File: config.mk
export PLATFORM = sky130hd
export DESIGN_NAME = ps2_host_tx
export DESIGN_NICKNAME = d
export VERILOG_FILES = /design/src/rtl/ps2_host_tx.sv
export SDC_FILE = /design/constraint.sdc
export NUM_CORES = 1
export LEC_CHECK = 0
export CAP_MARGIN = 20
export CORE_MARGIN = 4
export CORE_UTILIZATION = 45
export DETAILED_ROUTE_END_ITERATION = 12
export HOLD_SLACK_MARGIN = 0.12
export PLACE_DENSITY = 0.65
export REMOVE_ABC_BUFFERS = 1
export SLEW_MARGIN = 40
export SYNTH_ARGS = -nofsm -noshare
export SYNTH_HDL_FRONTEND = slang
export SYNTH_SLANG_ARGS = --single-unit
File: constraint.sdc
create_clock -name clk -period 5.5 [get_ports clk]
set_clock_uncertainty 0.1 [all_clocks]
set_input_delay 1.1 -clock clk [delete_from_list [all_inputs] [get_ports clk]]
set_output_delay 1.1 -clock clk [all_outputs]
set_load 0.03 [all_outputs]
File: src/rtl/ps2_host_tx.sv
// rtl/ps2_host_tx.sv - PS/2 host-to-device command byte transmitter
// Optional watchdog built when PS2_HOST_TX_TIMEOUT_EN is defined.
module ps2_host_tx #(
  parameter int INHIBIT_CYCLES = 5000,
  parameter int TIMEOUT_CYCLES = 1000000
) (
  input  logic       clk,
  input  logic       clrn,
  input  logic       sel,
  input  logic       we,
  input  logic [7:0] din,
  input  logic       ps2_clk_in,
  input  logic       ps2_dat_in,
  output logic       ps2_clk_oe,
  output logic       ps2_dat_oe,
  output logic       busy,
  output logic [1:0] status
);

  typedef enum logic [2:0] {
    S_IDLE, S_INHIBIT, S_REQ, S_SHIFT, S_ACK, S_RELEASE
  } state_t;

  localparam int INH_W = (INHIBIT_CYCLES > 1) ? $clog2(INHIBIT_CYCLES) : 1;
  localparam logic [INH_W-1:0] INH_LAST = INH_W'(INHIBIT_CYCLES - 1);

  state_t           state, state_n;
  logic [7:0]       tx_byte;
  logic [3:0]       bit_cnt;
  logic [INH_W-1:0] inh_cnt;
  logic             clk_meta, clk_sync, clk_prev, dat_meta, dat_sync;
  logic             fall, accept, tx_bit;

`ifdef PS2_HOST_TX_TIMEOUT_EN
  localparam int WD_W = (TIMEOUT_CYCLES > 1) ? $clog2(TIMEOUT_CYCLES) : 1;
  localparam logic [WD_W-1:0] WD_LAST = WD_W'(TIMEOUT_CYCLES - 1);
  logic [WD_W-1:0] wd_cnt;
  logic            wd_hit;
`endif

  // Idle-high lines: synchronizers preset to 1 so reset never fakes an edge.
  always_ff @(posedge clk or negedge clrn) begin
    if (!clrn) begin
      clk_meta <= 1'b1;
      clk_sync <= 1'b1;
      clk_prev <= 1'b1;
      dat_meta <= 1'b1;
      dat_sync <= 1'b1;
    end else begin
      clk_meta <= ps2_clk_in;
      clk_sync <= clk_meta;
      clk_prev <= clk_sync;
      dat_meta <= ps2_dat_in;
      dat_sync <= dat_meta;
    end
  end

  assign fall   = clk_prev & ~clk_sync;
  assign busy   = (state != S_IDLE);
  assign tx_bit = (bit_cnt == 4'd8) ? ~^tx_byte : tx_byte[bit_cnt[2:0]];

  always_ff @(posedge clk or negedge clrn) begin
    if (!clrn) state <= S_IDLE;
    else       state <= state_n;
  end

  always_comb begin
    state_n    = state;
    ps2_clk_oe = 1'b0;
    ps2_dat_oe = 1'b0;
    accept     = 1'b0;
    case (state)
      S_IDLE: begin
        if (sel && we) begin
          accept  = 1'b1;
          state_n = S_INHIBIT;
        end
      end
      S_INHIBIT: begin
        ps2_clk_oe = 1'b1;
        if (inh_cnt == INH_LAST) state_n = S_REQ;
      end
      S_REQ: begin
        ps2_dat_oe = 1'b1;
        if (fall) state_n = S_SHIFT;
      end
      S_SHIFT: begin
        // bit_cnt 0..7 = data, 8 = parity; the stop bit is the released line in ACK.
        ps2_dat_oe = ~tx_bit;
        if (fall && bit_cnt == 4'd8) state_n = S_ACK;
      end
      S_ACK: begin
        if (fall) state_n = S_RELEASE;
      end
      S_RELEASE: begin
        if (clk_sync && dat_sync) state_n = S_IDLE;
      end
      default: state_n = S_IDLE;
    endcase
`ifdef PS2_HOST_TX_TIMEOUT_EN
    wd_hit = (state != S_IDLE) && (state != S_INHIBIT) && (wd_cnt == WD_LAST);
    if (wd_hit) begin
      state_n    = S_IDLE;
      ps2_clk_oe = 1'b0;
      ps2_dat_oe = 1'b0;
    end
`endif
  end

  always_ff @(posedge clk or negedge clrn) begin
    if (!clrn) begin
      tx_byte <= 8'h00;
      bit_cnt <= 4'd0;
      inh_cnt <= '0;
      status  <= 2'b00;
    end else begin
      if (accept) begin
        tx_byte <= din;
        bit_cnt <= 4'd0;
        status  <= 2'b00;
      end
      inh_cnt <= (state == S_INHIBIT) ? inh_cnt + INH_W'(1) : '0;
      if (fall) begin
        case (state)
          S_REQ:   bit_cnt <= 4'd0;
          S_SHIFT: bit_cnt <= bit_cnt + 4'd1;
          S_ACK:   status  <= dat_sync ? 2'b10 : 2'b01;
          default: ;
        endcase
      end
`ifdef PS2_HOST_TX_TIMEOUT_EN
      if (wd_hit) status <= 2'b10;
`endif
    end
  end

`ifdef PS2_HOST_TX_TIMEOUT_EN
  // Watchdog restarts on every device clock edge; INHIBIT is host-timed so it is excluded.
  always_ff @(posedge clk or negedge clrn) begin
    if (!clrn)                                            wd_cnt <= '0;
    else if (fall || state == S_IDLE || state == S_INHIBIT) wd_cnt <= '0;
    else                                                  wd_cnt <= wd_cnt + WD_W'(1);
  end
`endif

endmodule
After elaboration in Yosys (flattened, before gate mapping) --
Cells that the tools add are included.
Storage, ports and cells: bits in registers 35, output and inout port bits 5
Operators by class: reductions and logical operators 7, order comparisons 1, bitwise logic cells 3, equality and inequality tests 13, muxes and demuxes 22, $add $sub $neg 2
Operators by type and width (number):
- 3-bit two-way mux | 6
- 3-bit case mux with 6 select lines | 1
- 13-bit by 1-bit adder with 13-bit output, second input constant | 1
- 13-bit == test, second input constant | 1
- 13-bit two-way mux | 1
- 2-bit inequality test, second input constant | 6
- 2-bit two-way mux | 4
- 4-bit two-way mux | 2
- 4-bit case mux with 2 select lines | 1
- 8-bit XNOR reduction | 1
- 3-bit by 2-bit == test with 1-bit output, second input constant | 2
- 3-bit == test, second input constant | 2
- 6-bit AND reduction | 1
- 1-bit two-way mux | 5
- 4-bit by 1-bit adder with 4-bit output, second input constant | 1
- 4-bit == test, second input constant | 1
- 3-bit by 4-bit < comparator with 1-bit output, second input constant | 1
- 1-bit binary-select mux with 3-bit select | 1
- 3-bit by 1-bit == test with 1-bit output, second input constant | 1
- 1-bit logical AND | 3
- 3-bit logical NOT | 1
- 3-bit nonzero test | 1
- 1-bit inverter | 2
- 1-bit case mux with 2 select lines | 1
- 1-bit AND | 1

Depth between registers and ports, before layout --
depth in word-level cells 6, mapped depth 7, gate-level depth less buffers 6

Least setup slack after synthesis --
Ideal clock, no wire load.
kind reg-to-output, start register bit_cnt[1], end output port ps2_dat_oe, setup slack 2.730 ns, stages on the path, launching flop included 5, arrival time 1.570 ns, cells stage by stage dfrtp_1 -> mux4_2 -> a22o_1 -> a21oi_1 -> o21a_1
On the way: longest elaborated chain between the ends 5, elaborated cells on any way between the ends 6, classes of those cells eq/ne: 1; mux: 4; bitwise: 1
Ends and longest elaborated chain:
- from (decl) | line 29 | logic [3:0] bit_cnt;
- from (signal assigned) | line 126 | S_SHIFT: bit_cnt <= bit_cnt + 4'd1;
- 1-bit binary-select mux with 3-bit select | line 60 | assign tx_bit = (bit_cnt == 4'd8) ? ~^tx_byte : tx_byte[bit_cnt[2:0]];
- 1-bit two-way mux (not written as such) | line 60
- 1-bit two-way mux * | line 60
- 1-bit inverter * | line 89 | ps2_dat_oe = ~tx_bit;
- 1-bit case mux with 2 select lines * | line 72 | case (state)
- to (decl) | line 15 | output logic ps2_dat_oe,
Every way passes the cells marked *; elsewhere a longest branch is shown, timed or not. The select of a mux whose other input is x is not followed.

Worst setup path in the final report --
Same ends and word-level chain as after synthesis.

==> impl_results.md <==
- CTS tree: done
- Worst vdd ir: 0.137 mV
- Synthesized flop and latch total: 35
- Hpwl dp: 2100 µm
- Leakage power: 0.860 nW
- Post-Syn Area: 1710 µm²
- M1 WL: 1460 µm
- Slowest CP cell: clkdlybuf4s50_1
- Fin util: 0.559
- Resize count post-CTS: 0
- Top routing layer in use: met4
- Final worst slack: 1.87 ns
- Synth Area per Inst: 11.2 µm²
- Yosys top cell area share: 0.440
- Highest clock rate: 0.275 GHz
- Synth Area in Compound Gates: 0.104
- Final setup vio count: 0
- Worst slew margin: 0.633
- Layout cell share with drive strength beyond 1: 0.160
- Antenna diodes: 0
- Crit. End Element: output port
- Antenna violations before repair: 0
- Seq. cell area: 882 µm²
- Syn-to-layout area delta: 19.9%
- Total gr overflow: 0
- Die ar.: 4840 µm²
- Yosys top cell by area: dfrtp_1
- Pre-CTS WS: 2.16 ns
- Adder-cell share of the synthesized area: 0.0220
- Ys flop type: dfrtp_1
- Clk_lat worst skew: 0.28 ns
- Slew @ Worst Pin: 0.550 ns
- Area occupied by multi-input gates: 773 µm²
- CORE AREA: 3660 µm²
- MaxCap Viol Count: 0
- WL final: 2940 µm
- Setup TNS: 0 ns
- Synth Instances: 152
- CTS sink count: 35
- Setup crit start kind: flop
- Largest net degree at the start of global routing: 36
- First-pass GRT wire length: 5420 µm
- Critical Path RT: 4.30 ns
- CP max FO: 6
- Root buf cell: clkbuf_8
- Final non-filler cell total: 223
- Min cycle time layout: 3.63 ns
- Placer's final routability congestion estimate: 0.796
- CTS Hold Bufs: 0
- Mux share of post-synthesis cell area: 0.0850
- Port Buffers: 18
- PwrDens: 259 nW/µm²
- Post-route ant nets: 0
- WL met3: 117 µm
- # DRC: 0
- Layout filler cell count: 329
- Fin. max-slew vios: 0
- All-Layer GR Usage: 0.141
- Max Root-Sink Buffers: 2
- Main combinational cell family by area after synthesis: simple AND/OR/NAND/NOR gates
- Via count: 1170
- Register clock-pin slew on the reported worst setup and hold paths: 0.07 ns
- Die Span Y: 69.6 µm
- Post-synthesis cell type count: 42
- Avg WL per Cell: 13.2 µm
- Simple logic cell fraction of the synthesized area: 0.153
- Synth cell count leaders: dfrtp_1 (30), nor2_1 (16), xnor2_1 (12)
- Synth Area in XOR/XNOR: 0.0872
- Met2 wire length: 1300 µm
- Vias per Instance: 5.25
- Async S/R FF share, synth: 1.00
- Sequential fraction of the synthesis area: 0.517
- Initial core utilization: 0.466
- Std cell rows: 22
- Vias in the first global route: 1207
- Status: complete, no violations
- Critical Path, Cell by Cell: mux4_2 -> a22o_1 -> a21oi_1 -> o21a_1 -> clkdlybuf4s50_1
- WS Path Type: reg -> out
- WP data arrival: 2.43 ns
- Crit-path max cell delay: 0.66 ns
- Area contributors post-synth: dfrtp_1 (44%), dfstp_2 (7.7%), xnor2_1 (6.2%)
- Most common cell in the netlist: dfrtp_1
- Htree depth: 2
- DR iter-0 viols: 52
- Hold Crit Class: reg -> reg
- DR pass1 iterations: 4
- Hold Vio Cnt, Final: 0
- Post-placement cell count: 215
- Setup Fix Bufs, Post-CTS: 0
- Final nets: 191
- RSZ-0062 raised after global routing: false
- Die X: 69.6 µm
- Synth Warn #: 0
- Number of I/O pins: 19
- EDFF count, synth: 0
- Crit share post-route: 0.661
- CTS Buf Count: 5
## path summary, 6_finish.rpt
kind | to | slack (ns) | from | depth (start not counted)
max in group asynchronous | clk_prev | 3.85 | clrn | 2
worst min register to register | clk_sync | 0.26 | clk_meta | 0
worst min-delay path | clk_sync | 0.26 | clk_meta | 0
worst max-delay path | ps2_dat_oe | 1.87 | bit_cnt[1] | 5
min in group asynchronous | inh_cnt[7] | 1.12 | clrn | 2
worst max register to register | bit_cnt[1] | 3.55 | state[0] | 4
## placed cells by master, fill, tap and decap left out, types with 2 or more instances in the layout
cell             Yosys  layout
nand2_1              4       4
xnor2_1             12      12
a21o_1               2       2
or3_1                3       3
clkbuf_8             0       6
a21oi_1              7       7
inv_1                7       7
mux4_2               2       2
dfrtp_1             30      30
nor4_1               3       3
clkdlybuf4s50_1      0      18
and3_1               2       2
ha_1                 3       3
o21ai_0              6       6
nand3_1              7       7
nor3_1               2       2
xor2_1               5       5
nand2b_1             3       3
nor2_1              16      15
mux2_2               8       8
a22o_1               3       3
dfstp_2              5       5
## cells by family after synthesis
kind of cell               count (synthesis)
xor gates and xnor gates                  17
buffers and inverters                     11
muxes                                     11
and+or+nand+nor                           49
AOI/OAI and AO/OA                         26
adders and majority gates                  3
DFF                                       35
## cell type report
class | instances | share of cell area
repair buffers | 19 | 0.0917
inverters | 7 | 0.0128
well taps | 48 | 0.0293
clock buffers | 6 | 0.0403
clock inverters | 2 | 0.0171
multi-input cells | 106 | 0.378
flip-flops and latches | 35 | 0.431
## metrics by stage
| step | hold slack (ns) | power, mW | cell area, µm² |
|---|---|---|---|
| final | 0.259 | 0.529 | 2050 |
| after global routing | 0.266 | 0.550 | 2050 |
| after CTS | 0.261 | 0.537 | 2050 |
| after detailed placement | 0.251 | 0.298 | 1930 |
| after global placement | 0.249 | 0.297 | 1930 |
| after floorplan | 0.245 | 0.281 | 1680 |
## per-layer routing
layer  up-vias  track usage
met5         -            0
met4         0       0.0651
met3         6       0.0493
met2        19        0.207
met1       566        0.187
li1        579            -
## state kept, by name (all words and copies together), names as in the netlist
name      flops
inh_cnt      13
tx_byte       8
bit_cnt       4
state         3
status        2
clk_meta      1
clk_prev      1
clk_sync      1
dat_meta      1
dat_sync      1
## power by group
part | leakage, nW | switching [mW] | internal, mW
sequential | 0.443 | 0.00335 | 0.263
combinational | 0.356 | 0.0102 | 0.0155
clock | 0.0612 | 0.0906 | 0.147
total | 0.860 | 0.104 | 0.425
## worst max-delay path, delay by kind of cell, from the launching register on
kind                   cells  cell delay (ns)
AO/OA/AOI/OAI              3             0.49
buffers and inverters      1             0.66
multiplexers               1             0.53
flip-flops                 1             0.47
Power figures use the tool's default switching activity.
